### src/rtl/cpu_pkg.sv
// Shared definitions for the ARM32 multi-cycle controller.
// Holds the sequencer state type, the opcode and condition encodings
// produced by the instruction decoder, the PC-source select encodings
// and small opcode-classification helpers used by the controller.
package cpu_pkg;

    // Register index written by the BL/BLX link write (w_lr selects it).
    localparam logic [3:0] LR_ADDR = 4'd14;

    typedef enum logic [2:0] {
        ST_IDLE      = 3'd0,
        ST_FETCH     = 3'd1,
        ST_DECODE    = 3'd2,
        ST_EXECUTE   = 3'd3,
        ST_WRITEBACK = 3'd4,
        ST_HALTED    = 3'd5
    } state_t;

    // Full opcodes
    localparam logic [6:0] OP_MOV_I   = 7'b0000000;
    localparam logic [6:0] OP_HALT    = 7'b0000001;
    localparam logic [6:0] OP_ALU_R0  = 7'b0010000;
    localparam logic [6:0] OP_ALU_R1  = 7'b0110000;
    localparam logic [6:0] OP_B       = 7'b1000000;
    localparam logic [6:0] OP_BL      = 7'b1000100;
    localparam logic [6:0] OP_BX      = 7'b1000001;
    localparam logic [6:0] OP_BLX     = 7'b1000101;

    // Data-processing class prefixes (opcode[6:3]) and the CMP function code
    localparam logic [3:0] CLS_IMM    = 4'b0001;
    localparam logic [3:0] CLS_REG    = 4'b0011;
    localparam logic [3:0] CLS_RSR    = 4'b0111;
    localparam logic [2:0] FN_CMP     = 3'b010;

    // Condition codes
    localparam logic [3:0] COND_EQ = 4'b0000;
    localparam logic [3:0] COND_NE = 4'b0001;
    localparam logic [3:0] COND_CS = 4'b0010;
    localparam logic [3:0] COND_CC = 4'b0011;
    localparam logic [3:0] COND_MI = 4'b0100;
    localparam logic [3:0] COND_PL = 4'b0101;
    localparam logic [3:0] COND_VS = 4'b0110;
    localparam logic [3:0] COND_VC = 4'b0111;
    localparam logic [3:0] COND_HI = 4'b1000;
    localparam logic [3:0] COND_LS = 4'b1001;
    localparam logic [3:0] COND_GE = 4'b1010;
    localparam logic [3:0] COND_LT = 4'b1011;
    localparam logic [3:0] COND_GT = 4'b1100;
    localparam logic [3:0] COND_LE = 4'b1101;
    localparam logic [3:0] COND_AL = 4'b1110;
    localparam logic [3:0] COND_NV = 4'b1111;

    // PC source select
    localparam logic [1:0] SEL_PC_SEQ = 2'd0;  // PC+4
    localparam logic [1:0] SEL_PC_IMM = 2'd1;  // PC+8+(imm24<<2)
    localparam logic [1:0] SEL_PC_RM  = 2'd2;  // Rm

    function automatic logic is_alu_class(input logic [6:0] op);
        return (op[6:3] == CLS_IMM) || (op[6:3] == CLS_REG) || (op[6:3] == CLS_RSR);
    endfunction

    function automatic logic is_cmp(input logic [6:0] op);
        return is_alu_class(op) && (op[2:0] == FN_CMP);
    endfunction

    function automatic logic uses_imm(input logic [6:0] op);
        return (op == OP_MOV_I) || (op[6:3] == CLS_IMM);
    endfunction

    function automatic logic is_defined(input logic [6:0] op);
        return is_alu_class(op) || (op == OP_MOV_I) || (op == OP_ALU_R0) ||
               (op == OP_ALU_R1) || (op == OP_B) || (op == OP_BL) ||
               (op == OP_BX) || (op == OP_BLX);
    endfunction

endpackage

### src/rtl/cpu_controller_cond_check.sv
// Condition-code evaluator.
// Ports:
//   cond_i  [3:0]  instruction condition field
//   nzcv_i  [3:0]  status flags {N,Z,C,V}
//   pass_o         1 when the instruction should execute
module cpu_controller_cond_check
    import cpu_pkg::*;
(
    input  logic [3:0] cond_i,
    input  logic [3:0] nzcv_i,
    output logic       pass_o
);

    logic n, z, c, v;
    assign {n, z, c, v} = nzcv_i;

    always_comb begin
        pass_o = 1'b0;
        case (cond_i)
            COND_EQ: pass_o = z;
            COND_NE: pass_o = !z;
            COND_CS: pass_o = c;
            COND_CC: pass_o = !c;
            COND_MI: pass_o = n;
            COND_PL: pass_o = !n;
            COND_VS: pass_o = v;
            COND_VC: pass_o = !v;
            COND_HI: pass_o = c && !z;
            COND_LS: pass_o = !c || z;
            COND_GE: pass_o = (n == v);
            COND_LT: pass_o = (n != v);
            COND_GT: pass_o = !z && (n == v);
            COND_LE: pass_o = z || (n != v);
            COND_AL: pass_o = 1'b1;
            default: pass_o = 1'b0;  // NV: never
        endcase
    end

endmodule

### src/rtl/cpu_controller.sv
// Multi-cycle FETCH -> DECODE -> EXECUTE -> WRITEBACK sequencer for the
// ARM32 core. Sole source of the state-changing strobes of the datapath.
// Ports:
//   clk, rst_n           clock, synchronous active-low reset
//   start                leaves IDLE (ignored elsewhere)
//   opcode, cond,        decoded instruction fields, held stable by IR
//   en_status            from DECODE onwards
//   nzcv                 status flags {N,Z,C,V}
//   imem_valid           instruction word valid (only looked at in FETCH)
//   imem_req, load_ir    instruction fetch request / IR capture
//   load_pc, sel_pc      PC update and its source
//   en_A, en_B, en_S     operand latches (Rn, Rm, Rs)
//   sel_B_imm, en_C      ALU B from imm12, ALU result latch
//   load_status          NZCV update
//   w_en, sel_w, w_lr    register write, link-data select, LR address select
//   waiting, halted      controller in IDLE / HALTED
// Handshake: in FETCH imem_req is held high; the cycle imem_valid is seen
// high is the transfer cycle (load_ir pulses in that same cycle, the only
// Mealy output). There is no timeout.
module cpu_controller
    import cpu_pkg::*;
(
    input  logic       clk,
    input  logic       rst_n,
    input  logic       start,
    input  logic [6:0] opcode,
    input  logic [3:0] cond,
    input  logic       en_status,
    input  logic [3:0] nzcv,
    input  logic       imem_valid,
    output logic       imem_req,
    output logic       load_ir,
    output logic       load_pc,
    output logic [1:0] sel_pc,
    output logic       en_A,
    output logic       en_B,
    output logic       en_S,
    output logic       sel_B_imm,
    output logic       en_C,
    output logic       load_status,
    output logic       w_en,
    output logic       sel_w,
    output logic       w_lr,
    output logic       waiting,
    output logic       halted
);

    state_t state_q, state_d;
    logic   exec_ok_q, exec_ok_d;
    logic   cond_pass;

    cpu_controller_cond_check u_cond_check (
        .cond_i (cond),
        .nzcv_i (nzcv),
        .pass_o (cond_pass)
    );

    always_ff @(posedge clk) begin
        if (!rst_n) begin
            state_q   <= ST_IDLE;
            exec_ok_q <= 1'b0;
        end else begin
            state_q   <= state_d;
            exec_ok_q <= exec_ok_d;
        end
    end

    always_comb begin
        state_d     = state_q;
        exec_ok_d   = exec_ok_q;
        imem_req    = 1'b0;
        load_ir     = 1'b0;
        load_pc     = 1'b0;
        sel_pc      = SEL_PC_SEQ;
        en_A        = 1'b0;
        en_B        = 1'b0;
        en_S        = 1'b0;
        sel_B_imm   = 1'b0;
        en_C        = 1'b0;
        load_status = 1'b0;
        w_en        = 1'b0;
        sel_w       = 1'b0;
        w_lr        = 1'b0;
        waiting     = 1'b0;
        halted      = 1'b0;

        case (state_q)
            ST_IDLE: begin
                waiting = 1'b1;
                if (start) state_d = ST_FETCH;
            end
            ST_FETCH: begin
                imem_req = 1'b1;
                if (imem_valid) begin
                    load_ir = 1'b1;
                    state_d = ST_DECODE;
                end
            end
            ST_DECODE: begin
                en_A = 1'b1;
                en_B = 1'b1;
                en_S = 1'b1;
                // Flags are frozen here so a status update during EXECUTE
                // cannot flip the writeback decision.
                exec_ok_d = cond_pass;
                if (opcode == OP_HALT || !is_defined(opcode)) state_d = ST_HALTED;
                else if (!cond_pass)                          state_d = ST_WRITEBACK;
                else                                          state_d = ST_EXECUTE;
            end
            ST_EXECUTE: begin
                en_C        = 1'b1;
                sel_B_imm   = uses_imm(opcode);
                load_status = en_status || is_cmp(opcode);
                state_d     = ST_WRITEBACK;
            end
            ST_WRITEBACK: begin
                load_pc = 1'b1;
                state_d = ST_FETCH;
                if (exec_ok_q) begin
                    case (opcode)
                        OP_B:   sel_pc = SEL_PC_IMM;
                        OP_BL: begin
                            sel_pc = SEL_PC_IMM;
                            w_en   = 1'b1;
                            sel_w  = 1'b1;
                            w_lr   = 1'b1;
                        end
                        OP_BX:  sel_pc = SEL_PC_RM;
                        OP_BLX: begin
                            sel_pc = SEL_PC_RM;
                            w_en   = 1'b1;
                            sel_w  = 1'b1;
                            w_lr   = 1'b1;
                        end
                        // Only defined data ops reach here; CMP has no result write.
                        default: w_en = !is_cmp(opcode);
                    endcase
                end
            end
            ST_HALTED: halted = 1'b1;
            default:   state_d = ST_IDLE;
        endcase

        // Reset forces quiet outputs immediately, even mid-instruction.
        if (!rst_n) begin
            imem_req    = 1'b0;
            load_ir     = 1'b0;
            load_pc     = 1'b0;
            sel_pc      = SEL_PC_SEQ;
            en_A        = 1'b0;
            en_B        = 1'b0;
            en_S        = 1'b0;
            sel_B_imm   = 1'b0;
            en_C        = 1'b0;
            load_status = 1'b0;
            w_en        = 1'b0;
            sel_w       = 1'b0;
            w_lr        = 1'b0;
            waiting     = 1'b1;
            halted      = 1'b0;
        end
    end

endmodule

### config.mk
export PLATFORM = sky130hd
export DESIGN_NAME = cpu_controller
export DESIGN_NICKNAME = d
export VERILOG_FILES = /design/src/rtl/cpu_pkg.sv /design/src/rtl/cpu_controller_cond_check.sv /design/src/rtl/cpu_controller.sv
export SDC_FILE = /design/constraint.sdc
export NUM_CORES = 1
export LEC_CHECK = 0
export ABC_AREA = 1
export BUFFER_PORTS_ARGS = -buffer_cell sky130_fd_sc_hd__buf_4
export CAP_MARGIN = 20
export CORE_MARGIN = 2
export CORE_UTILIZATION = 43
export DETAILED_ROUTE_END_ITERATION = 12
export GPL_TIMING_DRIVEN = 0
export MAX_ROUTING_LAYER = met4
export PLACE_DENSITY = 0.8
export SLEW_MARGIN = 20
export SYNTH_ARGS = -nofsm -noshare
export SYNTH_HDL_FRONTEND = slang
export SYNTH_SLANG_ARGS = --single-unit
### constraint.sdc
create_clock -name clk -period 1.8 [get_ports clk]
set_clock_uncertainty 0.1 [all_clocks]
set_input_delay 0.27 -clock clk [delete_from_list [all_inputs] [get_ports clk]]
set_output_delay 0.27 -clock clk [all_outputs]
set_load 0.01 [all_outputs]
* Word-level counts from Yosys, hierarchy flattened
Index checks and enable logic that the tools add are counted.
** Storage, ports and cells
- Output and inout bits :: 16
- Input port bits :: 20
- Flip-flop bits (word level) :: 4
** Operators by class
- Bitwise gates (word level) :: 1
- Reduce and logical (&&, ||, !) cells :: 31
- Multiplexer cells :: 37
- Equal/unequal tests :: 34
** Operators by type and width (number)
- $eq A4 B4 Y1 const B :: 7
- $eq A7 B7 Y1 const B :: 4
- $mux W1 :: 26
- $eq A4 B3 Y1 const B :: 5
- $pmux W3 S6 :: 1
- $pmux W1 S15 :: 1
- $logic_or A1 B1 Y1 :: 14
- $eq A4 B2 Y1 const B :: 3
- $mux W3 :: 4
- $eq A3 B2 Y1 const B :: 3
- $eq A4 B1 Y1 const B :: 2
- $reduce_or A2 Y1 :: 4
- $eq A7 B1 Y1 const B :: 1
- $eq A7 B5 Y1 const B :: 1
- $eq A7 B6 Y1 const B :: 1
- $logic_not A7 Y1 :: 1
- $eq A3 B3 Y1 const B :: 2
- $logic_not A1 Y1 :: 6
- $mux W2 :: 3
- $logic_not A4 Y1 :: 1
- $ne A2 B2 Y1 const B :: 2
- $pmux W2 S2 :: 1
- $eq A3 B1 Y1 const B :: 1
- $logic_and A1 B1 Y1 :: 3
- other kinds (6) :: 6

* Logic depth before layout (Yosys ltp)
- Depth after elaboration :: 14
- Mapped depth :: 12

* Modules after synthesis
From an unflattened synthesis, not the netlist that was laid out.
** Second synthesis, totals
- Cells, all modules :: 134
- Area, all modules :: 705.7 sq um
** By module, submodules not included
- cpu_controller :: area an instance 476.7 sq um, seq. area each 80.1 sq um, cells each 79, instances 1
- cpu_controller_cond_check :: area an instance 229.0 sq um, seq. area each 0.0 sq um, cells each 55, instances 1

* Worst setup path after synthesis
OpenSTA, ideal clock, no wires.
- Path kind :: register to output
- Start :: register state_q[1]
- End :: output w_lr
- Cell stages (with the launch flop) :: 7
- Arrival time :: 1478 ps
- Required time :: 1430 ps
- Path slack :: -48 ps
- Path through :: dfxtp_1 nor2_1 inv_1 nor3_2 nand2_1 nor3b_1 buf_4
** On the way
- Word-level cells in the longest chain between the ends :: 3
** Ends and longest elaborated chain
- start, declared :: RTL line cpu_controller.sv:48 : state_t state_q, state_d;
- start signal, assigned :: RTL line cpu_controller.sv:63 : state_q <= state_d;
- $eq A3 B3 Y1
- $mux W1 (2 in series)
- end, declared :: RTL line cpu_controller.sv:43 : output logic w_lr,
Every way passes these cells.

* Worst setup path in the final report
- Start :: register state_q[0]
- End :: output w_lr
** On the way
- Word-level cells in the longest chain between the ends :: 3
** Ends and longest elaborated chain
- $eq A3 B3 Y1 :: RTL line cpu_controller.sv:87 : case (state_q)
- $mux W1 :: RTL line cpu_controller.sv:87
- $mux W1 :: RTL line cpu_controller.sv:145 : if (!rst_n) begin
Every way passes these cells.

==> impl_metrics.env <==
export IMPL_holdPathStages=3
export IMPL_regToRegSetupSlack_ps=490
export IMPL_synth_nets=145
export IMPL_synth_cells=125
export IMPL_maxSlewViolCount=0
export IMPL_drive_above_1_share_pct=43.5
export IMPL_synth_xor_area_share_pct=0
export IMPL_gr_usage_all_layers_pct=23.3
export IMPL_whs_endpoint="state_q[0]"
export IMPL_fp_coreArea_um2=1470
export IMPL_pwr_share_seq_pct=23.1
export IMPL_wl_mm=2.08
export IMPL_period_needed_ps=1820
export IMPL_die_h_um=43.2
export IMPL_clock_root_buffer="clkbuf_4"
export IMPL_cts_made_buffers=3
export IMPL_rows=14
export IMPL_rsz0062_at_grt="yes"
export IMPL_swShare_pct=42.8
export IMPL_place_inst=176
export IMPL_max_slew_margin_rel_pct=76.1
export IMPL_internal_power_mw=0.375
export IMPL_final_common_cell="buf_4"
export IMPL_overflow=0
export IMPL_grt_pass1_vias=843
export IMPL_hold_viol=0
export IMPL_io_pins=36
export IMPL_dieArea_um2=1860
export IMPL_synth_seq_area_share_pct=12.1
export IMPL_setup_viol=1
export IMPL_cap_violations=0
export IMPL_cts_sinks=4
export IMPL_synth_fa_ha_area_share_pct=0
export IMPL_regToRegStartpoint="state_q[1]"
export IMPL_gp_congestion=0.851
export IMPL_required_ps=1430
export IMPL_cp_max_fo=5
export IMPL_postSynthAreaPerCell_um2=5.28
export IMPL_drc_errors=0
export IMPL_clockBufferDepth=2
export IMPL_arrival_ps=1450
export IMPL_drtIter0Drc=32
export IMPL_pwr_density_cell_nw_per_um2=611
export IMPL_p_leak_nw=0.577
export IMPL_layout_common_cells="buf_4, nand2_1, nand3_1"
export IMPL_clkTransAtPathRegs_ps=40
export IMPL_via_count=968
export IMPL_synth_seq_cells=4
export IMPL_r2r_end="state_q[0]"
export IMPL_grt_antenna_before_repair=0
export IMPL_wire_per_inst_um=11.2
export IMPL_fin_ws_ps=-23.9
export IMPL_die_w_um=43.2
export IMPL_start_util_pct=44.8
export IMPL_cp_end_kind="output port"
export IMPL_diodes=0
export IMPL_critPathKind="flip-flop to output port"
export IMPL_antenna_left=0
export IMPL_synth_compound_area_share_pct=10.4
export IMPL_p_switching_mw=0.281
export IMPL_grt_max_degree=9
export IMPL_synthToLayoutAreaGrowth_pct=62.8
export IMPL_status="finished, violations left"
export IMPL_fin_nets=192
export IMPL_stdcell_count=186
export IMPL_drt_first_pass_iters=4
export IMPL_num_fill_cells=124
export IMPL_portBuffers=35
export IMPL_startpoint_type="flip-flop"
export IMPL_ys_types=24
export IMPL_grt_pass1_wl_mm=3.32
export IMPL_hold_class="input pin to flip-flop"
export IMPL_final_area_um2=1070
export IMPL_ir_drop_v=0.000787
export IMPL_synthSimpleGateAreaFrac_pct=61.5
export IMPL_post_drt_via_cell_ratio=5.20
export IMPL_power_frac_clock_pct=16.5
export IMPL_htreeDepth=1
export IMPL_violations="negative setup slack"
export IMPL_synth_area_mux_share_pct=0
export IMPL_holdBufCountCts=0
export IMPL_yosysWarnings=0
export IMPL_fmax_mhz=548
export IMPL_combPwrFrac_pct=60.4
export IMPL_finalCritPeriodShare_pct=101
export IMPL_clock_latency_ps=230
export IMPL_dp_hpwl_mm=1.53
export IMPL_hp_start="rst_n"
export IMPL_placedInstanceArea_um2=947
export IMPL_r2r_cells=8
export IMPL_synth_top_family_by_area="simple AND/OR/NAND/NOR gates"
export IMPL_syn_cell_area_um2=659
export IMPL_worst_slew_pin_slew_ps=358
export IMPL_cts_tree="yes"
## power by group through the flow
stage                     registers, mW  logic (mW)  clock network [mW]
after CTS                         0.144       0.356               0.113
after detailed placement          0.131       0.299                   0
after global placement            0.130       0.291                   0
after floorplan                   0.125       0.188                   0
after global routing              0.152       0.431               0.120
final                             0.152       0.396               0.108
## stage by stage
stage | worst slack (ps) | hold WS (ps) | utilization [%] | power [mW] | setup TNS [ps]
5_1_grt | -111 | 215 | 73.0 | 0.703 | -328
3_5_place_dp | 57.8 | 357 | 64.4 | 0.429 | 0
6_report | -23.9 | 205 | 73.0 | 0.656 | -23.9
2_1_floorplan | 88.0 | 311 | - | 0.313 | 0
3_3_place_gp | 102 | 358 | 64.4 | 0.421 | 0
4_1_cts | -83.5 | 194 | 70.4 | 0.612 | -349
## sequential cells by signal (all words and copies together), names as in the netlist
signal and flops:
state_q 3, exec_ok_q 1
## worst max-delay path: stages (launching register included)
cell	delay [ps]
dfxtp_4	360
nor2_4	100
inv_2	60
nor3_4	150
nand2_2	110
nor3b_2	220
buf_4	140
buf_6	90
## worst max path at each step
stage                from   end  slack, ps
3_3_place_gp    opcode[3]  w_lr        100
6_report       state_q[0]  w_lr        -20
5_1_grt        state_q[0]  w_lr       -110
2_1_floorplan  state_q[1]  w_lr         90
4_1_cts        state_q[0]  w_lr        -80
3_5_place_dp    opcode[3]  w_lr         60
## cells in the mapped netlist (all sizes together)
master | instances | area share [%]
a21oi | 3 | 2.3
o21ai | 4 | 3.0
nand3b | 2 | 2.3
inv | 20 | 11
nor3b | 2 | 2.3
nor4 | 2 | 2.8
buf | 3 | 3.4
nand3 | 17 | 14
nor3 | 7 | 6.1
o21a | 1 | 1.1
nor2 | 18 | 13
a21boi | 1 | 1.1
dfxtp | 4 | 12
clkinv | 2 | 1.1
o2111a | 1 | 1.7
nand2 | 37 | 22
a211oi | 1 | 1.1
## layout make-up
| cell class | count | area [µm²] | share of cell area [%] |
|---|---|---|---|
| Tap cell | 16 | 20.0 | 1.86 |
| Timing Repair Buffer | 42 | 323 | 30.1 |
| Clock buffer | 3 | 22.5 | 2.10 |
| Multi-Input combinational cell | 96 | 517 | 48.1 |
| Inverter | 22 | 82.6 | 7.69 |
| Buffer | 3 | 22.5 | 2.10 |
| Sequential cell | 4 | 86.3 | 8.04 |
## cells by family after synthesis
group | Yosys count
flip-flops | 4
buffers and inverters | 25
AND/OR/NAND/NOR | 85
AO/OA/AOI/OAI | 11
## timing repair
item                       4_1_cts  5_1_grt
gates resized for setup          8        9
buffers inserted                 6        1
cloned                           0        0
setup endpoints to repair       10       11
pin swaps                        4        4
## routing by layer
layer / track usage [%] / routed length (µm) / part of all wire, % / up-vias
li1: - / - / - / 493
met4: 3.64 / 0 / 0 / 0
met5: - / 0 / 0 / -
met2: 42.1 / 1080 / 52 / 52
met3: 5.11 / 168 / 8.1 / 0
met1: 26.5 / 826 / 40 / 423
Power figures use the tool's default switching activity.
